## config.mk

```make
export PLATFORM = sky130hd
export DESIGN_NAME = muldiv_unit
export DESIGN_NICKNAME = d
export VERILOG_FILES = /design/src/rtl/muldiv_unit.sv
export SDC_FILE = /design/constraint.sdc
export NUM_CORES = 2
export LEC_CHECK = 0
export CELL_PAD_IN_SITES_DETAIL_PLACEMENT = 0
export CELL_PAD_IN_SITES_GLOBAL_PLACEMENT = 1
export CORE_MARGIN = 2
export CORE_UTILIZATION = 41
export CTS_CLUSTER_SIZE = 14
export DETAILED_ROUTE_END_ITERATION = 7
export PLACE_DENSITY_LB_ADDON = 0.1
export SLEW_MARGIN = 20
export SYNTH_ARGS = -nofsm -noshare
export SYNTH_HDL_FRONTEND = slang
export SYNTH_SLANG_ARGS = --single-unit
```

## constraint.sdc

```tcl
create_clock -name clk -period 5.81 [get_ports clk]
set_input_delay 0.581 -clock clk [delete_from_list [all_inputs] [get_ports clk]]
set_output_delay 0.581 -clock clk [all_outputs]
set_load 0.02 [all_outputs]
```

## src/rtl/muldiv_unit.sv

```systemverilog
// muldiv_unit: iterative RV64M multiply/divide unit with ready/valid handshakes and flush
module muldiv_unit #(
  parameter int XLEN = 64
) (
  input  logic            clk,
  input  logic            rst_n,
  input  logic            flush,
  input  logic            in_valid,
  output logic            in_ready,
  input  logic [2:0]      func3,
  input  logic            is_word,
  input  logic [XLEN-1:0] rs1,
  input  logic [XLEN-1:0] rs2,
  output logic            out_valid,
  input  logic            out_ready,
  output logic [XLEN-1:0] result,
  output logic            busy
);
  localparam int CW = $clog2(XLEN);
  typedef enum logic [1:0] {IDLE, CALC, FIX, DONE} state_t;
  state_t state, state_nx;
  logic [CW-1:0] cnt;
  logic [XLEN-1:0] hi, lo, d, res;
  logic [2:0] op;
  logic w, neg;
  function automatic logic [XLEN-1:0] sx(input logic [31:0] v);
    return XLEN'($signed(v));
  endfunction
  logic wi, sg1, sg2, s1, s2, accept, illegal, dz, ovf, special;
  logic [XLEN-1:0] x1, x2, m1, m2, mn, dvd, spec_res;
  logic [XLEN:0] sum, sh, df;
  logic ge;
  logic [2*XLEN-1:0] mul_nx, div_nx, p, pw, pn;
  logic [XLEN-1:0] v, vn, fix_res;
  assign in_ready  = state == IDLE;
  assign out_valid = state == DONE;
  assign busy      = state == CALC || state == FIX;
  assign result    = res;
  assign accept    = in_valid & in_ready & ~flush;
  // Operand conditioning: word extension, magnitudes and the early-out special cases
  always_comb begin
    wi       = is_word & (XLEN == 64);
    sg1      = func3 == 3'b001 || func3 == 3'b010 || func3 == 3'b100 || func3 == 3'b110;
    sg2      = func3 == 3'b001 || func3 == 3'b100 || func3 == 3'b110;
    x1       = wi ? (sg1 ? sx(rs1[31:0]) : XLEN'(rs1[31:0])) : rs1;
    x2       = wi ? (sg2 ? sx(rs2[31:0]) : XLEN'(rs2[31:0])) : rs2;
    s1       = sg1 & x1[XLEN-1];
    s2       = sg2 & x2[XLEN-1];
    m1       = s1 ? -x1 : x1;
    m2       = s2 ? -x2 : x2;
    mn       = wi ? sx(32'h8000_0000) : {1'b1, {(XLEN-1){1'b0}}};
    dvd      = wi ? sx(rs1[31:0]) : rs1;
    illegal  = wi & ~func3[2] & |func3[1:0];
    dz       = func3[2] & (x2 == '0);
    ovf      = func3[2] & ~func3[0] & (x1 == mn) & (&x2);
    special  = illegal | dz | ovf;
    spec_res = illegal ? '0 : dz ? (func3[1] ? dvd : '1) : (func3[1] ? '0 : dvd);
  end
  // One shift-add multiply step, one restoring divide step, and final sign/width fix-up
  always_comb begin
    sum     = {1'b0, hi} + {1'b0, d};
    sh      = {hi, lo[XLEN-1]};
    df      = sh - {1'b0, d};
    ge      = sh >= {1'b0, d};
    mul_nx  = lo[0] ? {sum, lo[XLEN-1:1]} : {1'b0, hi, lo[XLEN-1:1]};
    div_nx  = {ge ? df[XLEN-1:0] : sh[XLEN-1:0], lo[XLEN-2:0], ge};
    p       = {hi, lo};
    pw      = w ? p >> 32 : p;
    pn      = neg ? -pw : pw;
    v       = op[1] ? hi : lo;
    vn      = neg ? -v : v;
    fix_res = op[2] ? (w ? sx(vn[31:0]) : vn) :
              op[1:0] == 2'b00 ? (w ? sx(pn[31:0]) : pn[XLEN-1:0]) : pn[2*XLEN-1:XLEN];
  end
  // Next state; flush wins over accept and acknowledge
  always_comb begin
    state_nx = flush ? IDLE :
               state == IDLE ? (accept ? (special ? DONE : CALC) : IDLE) :
               state == CALC ? (cnt == '0 ? FIX : CALC) :
               state == FIX  ? DONE : (out_ready ? IDLE : DONE);
  end
  // State register
  always_ff @(posedge clk or negedge rst_n)
    if (!rst_n) state <= IDLE;
    else state <= state_nx;
  // Datapath: load on accept, iterate in CALC, latch the result in FIX
  always_ff @(posedge clk or negedge rst_n)
    if (!rst_n) begin
      hi  <= '0;
      lo  <= '0;
      d   <= '0;
      res <= '0;
      op  <= '0;
      w   <= 1'b0;
      neg <= 1'b0;
      cnt <= '0;
    end else if (accept) begin
      op  <= func3;
      w   <= wi;
      neg <= func3[2] & func3[1] ? s1 : s1 ^ s2;
      hi  <= '0;
      lo  <= func3[2] ? (wi ? m1 << 32 : m1) : m2;
      d   <= func3[2] ? m2 : m1;
      cnt <= wi ? CW'(31) : CW'(XLEN-1);
      if (special) res <= spec_res;
    end else if (state == CALC) begin
      cnt      <= cnt - 1'b1;
      {hi, lo} <= op[2] ? div_nx : mul_nx;
    end else if (state == FIX && !flush) begin
      res <= fix_res;
    end
endmodule

```

==> impl_metrics.csv <==
group,metric,value,unit
sta,final-max-slew-violation-count,0,
route,vias_per_instance,6.767,
route,drtPass1Iterations,8,
sta,final.setup_skew,0.01396,ns
sta,fmax,0.1917,GHz
synthesis,ys_async_sr_fraction,1.000,
setup_path,worst-setup-path-type,"register to register",
route,route.vias.total,43060,
synthesis,synth_flop_cell,"sky130_fd_sc_hd__dfrtp_1",
synthesis,post_synth_num_cell_types,98,
setup_path,crit_required,6.25,ns
global_route,grt-busiest-layer,"met2",
clocking,post_cts_buffers,0,
sta,timing.final.crit_share,0.8979,
synthesis,netlist_instances,5147,
floorplanning,die_width,302.2,um
setup_path,worst-path-buf-inv,2,
global_route,gr-usage-met1,0.5754,
sta,finalHoldViolCount,0,
synthesis,netlist_top_cells_area,"sky130_fd_sc_hd__dfrtp_1, sky130_fd_sc_hd__a21oi_1, sky130_fd_sc_hd__o21ai_0, sky130_fd_sc_hd__mux2i_1, sky130_fd_sc_hd__nand2_1",
cells_and_area,sequential_cell_area,6748,um2
route,detail_route.drc_violations,0,
sta,rsz0062_at_grt,"false",
cells_and_area,final_net_count,5446,
synthesis,synth_seq_area_share,0.1846,
cells_and_area,final_util,0.4690,
global_route,pin_count_of_the_biggest_net_entering_global_routing,157,
floorplanning,row_count,109,
setup_path,worst_path_dominant_cell_family,"simple AND/OR/NAND/NOR gates",
placement,gp_congestion,1.084,
route,routed_wl,210.2,mm
route,final_antenna_net_count,0,
global_route,global_route.usage.met3,0.1274,
setup_path,timing.reg2reg.setup_slack,0.59,ns
sta,timing.slew.headroom,0.1205,
floorplanning,die_h,302.2,um
clocking,clockBufferDepth,3,
synthesis,synth-edff-count,0,
route,initialDrtViolationCount,6073,
outcome,status,"finished clean",
synthesis,ys_seq_elements,269,
worst_hold_path,hp-class,"input pin to async pin",
cells_and_area,multiInputGateArea,27530,um2
clocking,clock-sinks,269,
setup_path,critical_path.cell_chain,"buf_4, nor3b_1, o21ai_0, a2111oi_2, buf_4, and3_1, nand4_1, nor4b_1, nand4b_1, o41ai_1, xnor2_1, o21ai_0, a31oi_1",
clocking,clk_root_buffer_cell,"sky130_fd_sc_hd__clkbuf_16",
power,worst_ir_drop_vdd,297.0,uV
global_route,wire_length_of_the_first_global_routing_pass,295.9,mm
sta,worst-slew-pin-transition,1.319,ns
sta,finalCriticalPeriod,5.217,ns
synthesis,synth.cells.most_frequent,"sky130_fd_sc_hd__a21oi_1, sky130_fd_sc_hd__nand2_1, sky130_fd_sc_hd__nor2_1, sky130_fd_sc_hd__o21ai_0, sky130_fd_sc_hd__clkbuf_1",
synthesis,mappedNetlistArea,36470,um2
clocking,ctsHoldBuffers,0,
clocking,path_clk_slew,0.06,ns
sta,final.setup.tns,0,ns
setup_path,crit_path_end_kind,"register",
clocking,cts-resized-gates,0,
synthesis,yosysTopAreaCellShare,0.1846,
global_route,grt_remaining_overflow,0,
clocking,clock_tree_from_tritoncts,"done",
global_route,globalRouteTotalUtil,0.4472,
route,post_drt_wl_per_cell,33.04,um
clocking,cts_buffers,37,
job,timing.max_cap.violations,0,
setup_path,crit_path_top_delay_cell,"sky130_fd_sc_hd__dfrtp_4",
synthesis,synthesis.nets,5425,
setup_path,crit_path_max_incr_delay,0.88,ns
clocking,cts.htree.levels,2,
power,cellLeakagePower,16.29,nW
floorplanning,placeableCoreArea,88240,um2
global_route,met2_use_gr,0.6460,
clocking,later_pin_clock_latency_in_the_skew_report,0.59,ns
sta,finalSetupViolCount,0,
synthesis,yosysMostFrequentCell,"sky130_fd_sc_hd__a21oi_1",
cells_and_area,drive_above_1_share,0.08553,
global_route,initial_antenna_violation_count,19,
synthesis,avgSynthCellArea,7.085,um2
placement,place_hpwl,165.3,mm
cells_and_area,n_fill_cell,9162,
synthesis,synthesis.yosys.warnings,0,
floorplanning,i_o_pin_cnt,204,
power,power_density,621.8,nW/um2
floorplanning,die-area,91350,um2
setup_path,arrival,5.66,ns
placement,port_buffers,203,
floorplanning,initial_core_util,0.4133,
setup_path,critical_path_start_type,"register",
synthesis,synth_area_leader_cell,"sky130_fd_sc_hd__dfrtp_1",
setup_path,critical_path_peak_fanout,56,
global_route,via_count_of_the_first_global_routing_pass,39570,
cells_and_area,area_growth_syn_to_layout,13.47,%
==> metrics by stage <==
step                area, um2  total power [mW]  setup WS (ns)  hold slack, ns  instances
finish                  41380             25.73         0.5934         0.01737       6363
global route            41360             26.76         0.4521         0.07601       6356
CTS                     41360             24.85         0.7469         0.05770       6356
detailed placement      40080             22.22         0.4338          0.4730       6294
global placement        40080             22.30         0.4743          0.4729       6294
floorplan               36470             15.24        0.01392          0.2854       5147
==> cells by family after synthesis <==
kind of cell    count (synthesis)  share of synthesized area
simple gates                 1700                     0.2225
flops                         269                     0.1846
buf+inv                       595                    0.06282
compound gates               1765                     0.3055
mux                           288                    0.08152
xor+xnor                      365                    0.08766
fa+ha+maj                     165                    0.05538
==> flip-flops by register name, indices dropped and copies added, names as in the netlist <==
register  cells
d            64
hi           64
lo           64
result       64
cnt           6
op            3
state         2
neg           1
w             1
==> final cells by class <==
type,instances,area share
inverters,146,0.01324
repair buffers,431,0.09198
flip-flops and latches,269,0.1631
clock buffers,45,0.02482
diodes,7,0.0004233
multi-input cells,4283,0.6652
well taps,1165,0.03523
clock inverters,17,0.006077
==> final timing paths <==
check	from	endpoint	depth (start not counted)
worst min register to register	result[8]$_DFFE_PN0P_	result[8]$_DFFE_PN0P_	2
worst max register to register	w$_DFFE_PN0P_	result[50]$_DFFE_PN0P_	13
worst max-delay path	w$_DFFE_PN0P_	result[50]$_DFFE_PN0P_	13
max in group asynchronous	rst_n	result[50]$_DFFE_PN0P_	2
min in group clk	func3[2]	d[55]$_DFFE_PN0P_	3
worst min-delay path	rst_n	cnt[2]$_DFFE_PN0P_	1
==> worst reg2reg max path, stage by stage, from the launching register on <==
cell and delay [ns]:
sky130_fd_sc_hd__dfrtp_4 0.88, sky130_fd_sc_hd__buf_4 0.36, sky130_fd_sc_hd__nor3b_1 0.38, sky130_fd_sc_hd__o21ai_0 0.26, sky130_fd_sc_hd__a2111oi_2 0.36, sky130_fd_sc_hd__buf_4 0.21
sky130_fd_sc_hd__and3_1 0.33, sky130_fd_sc_hd__nand4_1 0.18, sky130_fd_sc_hd__nor4b_1 0.60, sky130_fd_sc_hd__nand4b_1 0.43, sky130_fd_sc_hd__o41ai_1 0.52, sky130_fd_sc_hd__xnor2_1 0.12
sky130_fd_sc_hd__o21ai_0 0.31, sky130_fd_sc_hd__a31oi_1 0.13
==> layout by cell type (no fill, tap or decap), types with 31 or more instances in the layout <==
cell | Yosys | layout
sky130_fd_sc_hd__a211oi_1 | 48 | 48
sky130_fd_sc_hd__a21o_1 | 68 | 68
sky130_fd_sc_hd__a21oi_1 | 514 | 512
sky130_fd_sc_hd__a31oi_1 | 64 | 63
sky130_fd_sc_hd__buf_4 | 1 | 225
sky130_fd_sc_hd__clkbuf_16 | 0 | 38
sky130_fd_sc_hd__clkdlybuf4s50_1 | 0 | 200
sky130_fd_sc_hd__dfrtp_1 | 269 | 264
sky130_fd_sc_hd__ha_1 | 139 | 138
sky130_fd_sc_hd__inv_1 | 142 | 141
sky130_fd_sc_hd__mux2_2 | 62 | 62
sky130_fd_sc_hd__mux2i_1 | 225 | 225
sky130_fd_sc_hd__nand2_1 | 511 | 509
sky130_fd_sc_hd__nand3_1 | 89 | 89
sky130_fd_sc_hd__nand4_1 | 72 | 72
sky130_fd_sc_hd__nor2_1 | 461 | 454
sky130_fd_sc_hd__nor2b_1 | 57 | 57
sky130_fd_sc_hd__nor3_1 | 167 | 167
sky130_fd_sc_hd__nor3b_1 | 39 | 39
sky130_fd_sc_hd__nor4_1 | 68 | 68
sky130_fd_sc_hd__o211ai_1 | 73 | 73
sky130_fd_sc_hd__o21a_1 | 57 | 57
sky130_fd_sc_hd__o21ai_0 | 461 | 461
sky130_fd_sc_hd__o21bai_1 | 31 | 31
sky130_fd_sc_hd__o221ai_1 | 44 | 44
sky130_fd_sc_hd__o22ai_1 | 46 | 46
sky130_fd_sc_hd__o31ai_1 | 72 | 72
sky130_fd_sc_hd__or3_1 | 55 | 55
sky130_fd_sc_hd__xnor2_1 | 212 | 212
sky130_fd_sc_hd__xor2_1 | 153 | 153
==> metal layers <==
metal | part of all wire | routed length, um
met1 | 0.39 | 82120
met2 | 0.41 | 85520
met3 | 0.12 | 24690
met4 | 0.085 | 17780
met5 | 0.00059 | 125
==> power by group <==
group,switching [mW],total (mW),internal (mW)
registers,1.81,4.44,2.64
clock network,1.01,2.53,1.52
logic,12.1,18.8,6.70
Note: power is estimated with default switching activity, not from simulation.
